===== config.mk =====
export PLATFORM = sky130hd
export DESIGN_NAME = instr_sequencer
export DESIGN_NICKNAME = d
export VERILOG_FILES = /design/src/rtl/cpu_pkg.sv /design/src/rtl/branch_eval.sv /design/src/rtl/instr_sequencer.sv
export SDC_FILE = /design/constraint.sdc
export NUM_CORES = 1
export LEC_CHECK = 0
export BUFFER_PORTS_ARGS = -buffer_cell sky130_fd_sc_hd__buf_2
export CAP_MARGIN = 20
export CORE_MARGIN = 10
export CORE_UTILIZATION = 30
export DETAILED_ROUTE_END_ITERATION = 7
export GPL_TIMING_DRIVEN = 0
export MAX_ROUTING_LAYER = met4
export PLACE_DENSITY = 0.6
export SKIP_LAST_GASP = 1
export SLEW_MARGIN = 40
export SYNTH_ARGS = -nofsm -noshare
export SYNTH_HDL_FRONTEND = slang
export SYNTH_SLANG_ARGS = --single-unit

===== constraint.sdc =====
create_clock -name clk -period 2.2 [get_ports clk]
set_input_delay 0 -clock clk [delete_from_list [all_inputs] [get_ports clk]]
set_output_delay 0 -clock clk [all_outputs]
set_load 0.02 [all_outputs]

===== src/rtl/cpu_pkg.sv =====
// Shared definitions for the instruction sequencer and its control-unit peers:
// opcode map, comparator condition codes, control-word bit positions, FSM encoding.
package cpu_pkg;

  // Opcode map (4-bit). All-ones is NOP/HALT.
  localparam logic [3:0] OP_ADD    = 4'h0;
  localparam logic [3:0] OP_SUB    = 4'h1;
  localparam logic [3:0] OP_AND    = 4'h2;
  localparam logic [3:0] OP_OR     = 4'h3;
  localparam logic [3:0] OP_XOR    = 4'h4;
  localparam logic [3:0] OP_LDI    = 4'h5;
  localparam logic [3:0] OP_LD     = 4'h6;
  localparam logic [3:0] OP_ST     = 4'h7;
  localparam logic [3:0] OP_CMP    = 4'h8;
  localparam logic [3:0] OP_MOV    = 4'h9;
  localparam logic [3:0] OP_SHR    = 4'hA;
  localparam logic [3:0] OP_JMP    = 4'hB;
  localparam logic [3:0] OP_JMP_EQ = 4'hC;
  localparam logic [3:0] OP_JMP_LT = 4'hD;
  localparam logic [3:0] OP_JMP_GT = 4'hE;
  localparam logic [3:0] OP_HALT   = 4'hF;

  // Condition selector carried in ctrl[15:14].
  localparam logic [1:0] CMP_EQ = 2'b00;
  localparam logic [1:0] CMP_LT = 2'b01;
  localparam logic [1:0] CMP_GT = 2'b10;

  // Bit positions of the jump fields inside the control-unit word.
  localparam int JP      = 12;
  localparam int JPC     = 13;
  localparam int COMP_LO = 14;

  // Sequencer FSM encoding.
  typedef enum logic [2:0] {
    ST_FETCH  = 3'd0,
    ST_LOAD   = 3'd1,
    ST_SETTLE = 3'd2,
    ST_EXEC   = 3'd3,
    ST_HALT   = 3'd4
  } seq_state_t;

endpackage


===== src/rtl/branch_eval.sv =====
// Combinational jump decision: unconditional jump, or conditional jump whose
// condition is picked from the comparator flags by the comp selector.
module branch_eval
  import cpu_pkg::*;
(
  input  logic       jp,
  input  logic       jpc,
  input  logic [1:0] comp,
  input  logic       eq,
  input  logic       lt,
  input  logic       gt,
  output logic       taken
);

  logic cond;

  // Select the flag named by comp; the reserved code never satisfies a jump.
  always_comb begin
    cond = 1'b0;
    case (comp)
      CMP_EQ:  cond = eq;
      CMP_LT:  cond = lt;
      CMP_GT:  cond = gt;
      default: cond = 1'b0;
    endcase
    taken = jp | (jpc & cond);
  end

endmodule


===== src/rtl/instr_sequencer.sv =====
// Fetch/sequencing engine: walks the PC through a program ROM, presents each
// instruction to the control unit, waits one cycle for its registered controls,
// then resolves the next PC. Opcode all-ones halts the sequencer until reset.
module instr_sequencer
  import cpu_pkg::*;
#(
  parameter int ADDR_W = 8,
  parameter int OP_W   = 4,
  parameter int ARG_W  = 8   // must be >= ADDR_W: the operand doubles as jump target
) (
  input  logic                  clk,
  input  logic                  rst,
  input  logic                  run,
  output logic [ADDR_W-1:0]     rom_addr,
  input  logic [OP_W+ARG_W-1:0] rom_data,
  output logic [OP_W-1:0]       op_code,
  output logic [ARG_W-1:0]      operand,
  input  logic                  ctrl_jp,
  input  logic                  ctrl_jpc,
  input  logic [1:0]            ctrl_comp,
  input  logic                  cmp_eq,
  input  logic                  cmp_lt,
  input  logic                  cmp_gt,
  output logic [ADDR_W-1:0]     pc,
  output logic                  instr_done,
  output logic                  halted
);

  // All-ones opcode: NOP to the control unit (no strobes), HALT when fetched.
  localparam logic [OP_W-1:0] NOP = '1;

  seq_state_t      state, next_state;
  logic [OP_W-1:0] rom_op;
  logic            taken;

  assign rom_op = rom_data[OP_W+ARG_W-1 -: OP_W];

  branch_eval u_branch (
    .jp    (ctrl_jp),
    .jpc   (ctrl_jpc),
    .comp  (ctrl_comp),
    .eq    (cmp_eq),
    .lt    (cmp_lt),
    .gt    (cmp_gt),
    .taken (taken)
  );

  // State register.
  always_ff @(posedge clk) begin
    if (rst) state <= ST_FETCH;
    else     state <= next_state;
  end

  // Next-state: run gates only the start of an instruction; HALT is absorbing.
  always_comb begin
    next_state = state;
    case (state)
      ST_FETCH:  if (run) next_state = ST_LOAD;
      ST_LOAD:   next_state = (rom_op == NOP) ? ST_HALT : ST_SETTLE;
      ST_SETTLE: next_state = ST_EXEC;
      ST_EXEC:   next_state = ST_FETCH;
      ST_HALT:   next_state = ST_HALT;
      default:   next_state = ST_FETCH;
    endcase
  end

  // Status outputs are pure state decodes so they line up with the EXEC/HALT cycles.
  always_comb begin
    instr_done = (state == ST_EXEC);
    halted     = (state == ST_HALT);
  end

  // Datapath registers: address issue, instruction capture, PC update.
  always_ff @(posedge clk) begin
    if (rst) begin
      pc       <= '0;
      rom_addr <= '0;
      op_code  <= NOP;
      operand  <= '0;
    end else begin
      case (state)
        ST_FETCH: begin
          rom_addr <= pc;
          op_code  <= NOP;
        end
        ST_LOAD: begin
          // A halt word must never reach the control unit as anything but NOP.
          op_code <= (rom_op == NOP) ? NOP : rom_op;
          operand <= rom_data[ARG_W-1:0];
        end
        ST_EXEC: begin
          // Drop back to NOP so control strobes last a single control-unit cycle.
          op_code <= NOP;
          if (taken) pc <= operand[ADDR_W-1:0];
          else       pc <= pc + ADDR_W'(1);
        end
        default: ;
      endcase
    end
  end

endmodule


==> results by group <==
Worst setup path
  • Highest fanout seen on the critical path: 10
  • Slowest cell delay on critical path: 300 ps
  • Type of the worst setup path: flip-flop to flip-flop
  • Slowest cell on the critical path: dfxtp_1
  • CP startpoint kind: flip-flop
  • Kind of end point of the critical path: flip-flop
  • Crit path cell chain: buf_2, nand3b_4, clkinv_1, nand2b_1, nor3b_1, a221o_2
  • Capturing point of the worst reg2reg path: pc[7]
  • Critical path arrival: 1870 ps
  • Worst path required time: 2370 ps
  • Worst R2R Start: state[2]
  • Length in cells of the worst reg-to-reg path: 6
  • Minimum setup slack among reg-to-reg paths: 490 ps

Finish
  • Area Overhead vs Synth: 38.7%
  • Diode count: 0
  • Sequential cell area in the final layout: 621 sq um
  • Commonest cells after routing, fill and taps aside: 53 x buf_2, 31 x dfxtp_1, 18 x nand2_1
  • Final core utilization: 0.439
  • Final cell count without fillers: 279
  • Final #Nets: 250
  • Fraction of layout instances using a drive strength above 1: 0.313
  • Most common cell after layout, fill and taps aside: buf_2
  • Layout filler cell count: 463
  • Total area of multi-input combinational cells: 712 sq um

Clock tree
  • TritonCTS clock tree: built
  • CTS HTree Levels: 2
  • Clock slew seen by the registers of the worst setup and hold paths: 70 ps
  • Root buf cell: clkbuf_8
  • Clock sinks: 31
  • Postcts setup bufs: 0
  • Number of buffers added by the clock tree synthesis step: 5
  • Maximum clock insertion buffer count: 2
  • Worst-Skew Late Latency: 280 ps

Floorplanning
  • Initial core utilization: 0.316
  • Floorplan row count: 24
  • Height of the chip: 88.4 microns
  • Total core area: 0.00444 sq mm
  • Width of the chip: 88.4 microns
  • Num ports: 52
  • Die area: 0.00782 sq mm

Worst hold path
  • Worst hold-check path type: input pin to flip-flop
  • Instance count along the most critical hold path: 3
  • Worst min-delay path endpoint: pc[5]
  • Hold Path Origin: rst

Power and ir drop
  • Power Density: 629 mW/mm^2
  • Sw frac: 0.261
  • Part of the total power dissipated in the clock network: 0.363
  • Fraction of power consumed by sequential logic: 0.482
  • Peak ir drop on the vdd network: 0.302 mV
  • Internal Dissipation: 907 uW
  • Logic gate share of total power: 0.155
  • NetSw: 320 uW
  • Leakage Power: 0.000900 uW

Routing
  • Total length of routed wires: 3980 microns
  • 1st-pass router iterations: 4
  • First DRT Iteration DRCs: 101
  • Number of nets with antenna violations after routing: 0
  • DRC violation count after routing: 0
  • Via-per-instance ratio: 4.97
  • Vias: 1386
  • Per-cell routed wire length: 14.3 microns

Synth
  • Synthesized Nets: 179
  • Count of flip-flops with a built-in enable after synthesis: 0
  • Synthesized area per cell: 9.01 sq um
  • Area contributors post-synth: dfxtp_1 44%, mux2i_1 10%, a21oi_1 5.7%, nand2_1 4.8%, nor2_1 3.7%
  • Number of distinct library cells after synthesis: 36
  • Most common flop cell mapped by yosys: dfxtp_1
  • Warnings from Yosys: 0
  • Netlist Area Pre-Place: 0.00141 sq mm
  • Flip-flop and latch count after synthesis: 31
  • Seq/Total Area, Yosys: 0.442
  • Fraction of post-synthesis cell area in the top cell type by area: 0.442
  • Cell type contributing the most total cell area after synthesis: dfxtp_1
  • Share of synthesized flip-flops with an asynchronous set or reset: 0
  • Number of instances in the synthesized netlist: 156

GRT
  • Total gr overflow: 0
  • Number of antenna violations at the first check in global routing: 0
  • Via count of the first global-routing pass: 1386
  • Pin count of the biggest net entering global routing: 11
  • Overall Global Routing Usage: 0.113
  • Wire length of the first global-routing pass: 6710 microns

Timing
  • Unrepaired setup endpoints after global routing: false
  • Final hold violation count: 0
  • Shortest clock period the worst path allows after layout: 1710 ps
  • Share of the clock period used by the worst path: 0.776
  • Worst rel slew slack: 0.488
  • Setup Total Neg Slack: 0 ps
  • Max-slew violation count: 0
  • Fmax: 0.586 GHz
  • Worst clock skew: 7.14 ps
  • Final number of setup-violating endpoints: 0
  • Slew of the pin with the lowest slew margin: 762 ps

Run status
  • Result of the run: finished clean

Placement
  • Number of buffers inserted by port buffering: 51
  • Weighted congestion reported at the end of routability-driven placement: 0.783
  • Count of placed standard cells including taps: 259
  • Half-perimeter wire length after detailed placement: 2910 microns

Job
  • Max-cap violations: 0
synthesized netlist by cell type (2+ instances only):
cell type / count
o32ai_1: 4
nand2b_1: 5
nand4_1: 2
buf_2: 2
dfxtp_1: 31
nand2_1: 18
a211oi_1: 3
nor3_1: 5
a21oi_1: 16
clkbuf_1: 4
o22ai_1: 4
mux2i_1: 14
nand3_1: 3
inv_1: 9
nor3b_1: 2
nor2_1: 14
power groups by stage:
stage,sequential (uW),combinational (uW),clock (uW)
2_1_floorplan,618,94.5,0
3_3_place_gp,603,170,0
3_5_place_dp,603,173,0
4_1_cts,591,191,467
5_1_grt,593,208,495
6_report,591,190,446
per-layer routing:
metal | up-vias | wire [microns] | global-route usage
met5 | - | 0 | -
met4 | 0 | 102 | 0.0558
met3 | 7 | 226 | 0.0395
met2 | 44 | 1790 | 0.165
met1 | 642 | 1860 | 0.135
li1 | 693 | - | -
cells by family after synthesis:
| logic type | after synthesis | share of synthesized area |
|---|---|---|
| and+or+nand+nor | 58 | 0.215 |
| AOI/OAI and AO/OA | 32 | 0.160 |
| buffers and inverters | 18 | 0.0561 |
| adders and majority gates | 1 | 0.00890 |
| DFF | 31 | 0.442 |
| muxes | 16 | 0.118 |
registers in the layout, indices dropped and copies added (netlist names):
| name | count |
|---|---|
| operand | 8 |
| op_code | 4 |
| pc | 8 |
| rom_addr | 8 |
| state | 3 |
cell type report:
class	instances	share of cell area
clock buffer	6	0.0424
clock inverter	1	0.00257
buffer	8	0.0212
sequential	31	0.318
timing repair buffer	64	0.198
inverter	10	0.0193
multi-input combinational	107	0.365
tap	52	0.0334
worst max-delay path: cells and delay by family, from the launching register on:
kind	cells	cell delay, ps
and+or+nand+nor	3	570
buffers and inverters	2	420
DFF	1	300
AOI/OAI and AO/OA	1	300
through the flow:
| step | power, uW | hold WS (ps) | instance area, sq um | setup slack [ps] |
|---|---|---|---|---|
| 5_1_grt | 1300 | 61.8 | 1950 | 320 |
| 3_5_place_dp | 776 | 240 | 1730 | 539 |
| 4_1_cts | 1250 | 19.5 | 1950 | 516 |
| 6_report | 1230 | 38.2 | 1950 | 493 |
| 3_3_place_gp | 773 | 234 | 1730 | 499 |
| 2_1_floorplan | 712 | 128 | 1410 | 613 |
timing repair:
item / 4_1_cts / 5_1_grt
hold endpoints to repair: 13 / 0
hold buffers: 13 / 0
resized for setup: 0 / 0
worst max path at each step:
stage                              to  cells past startpoint  slack, ps      from
after detailed placement        pc[7]                      6        540  state[2]
final                           pc[7]                      6        490  state[2]
after global placement    rom_addr[0]                      4        500  state[1]
after CTS                       pc[7]                      6        520  state[2]
after floorplan                 pc[7]                      6        610  state[2]
after global routing            pc[7]                      6        320  state[2]
(Power assumes the default switching activity.)
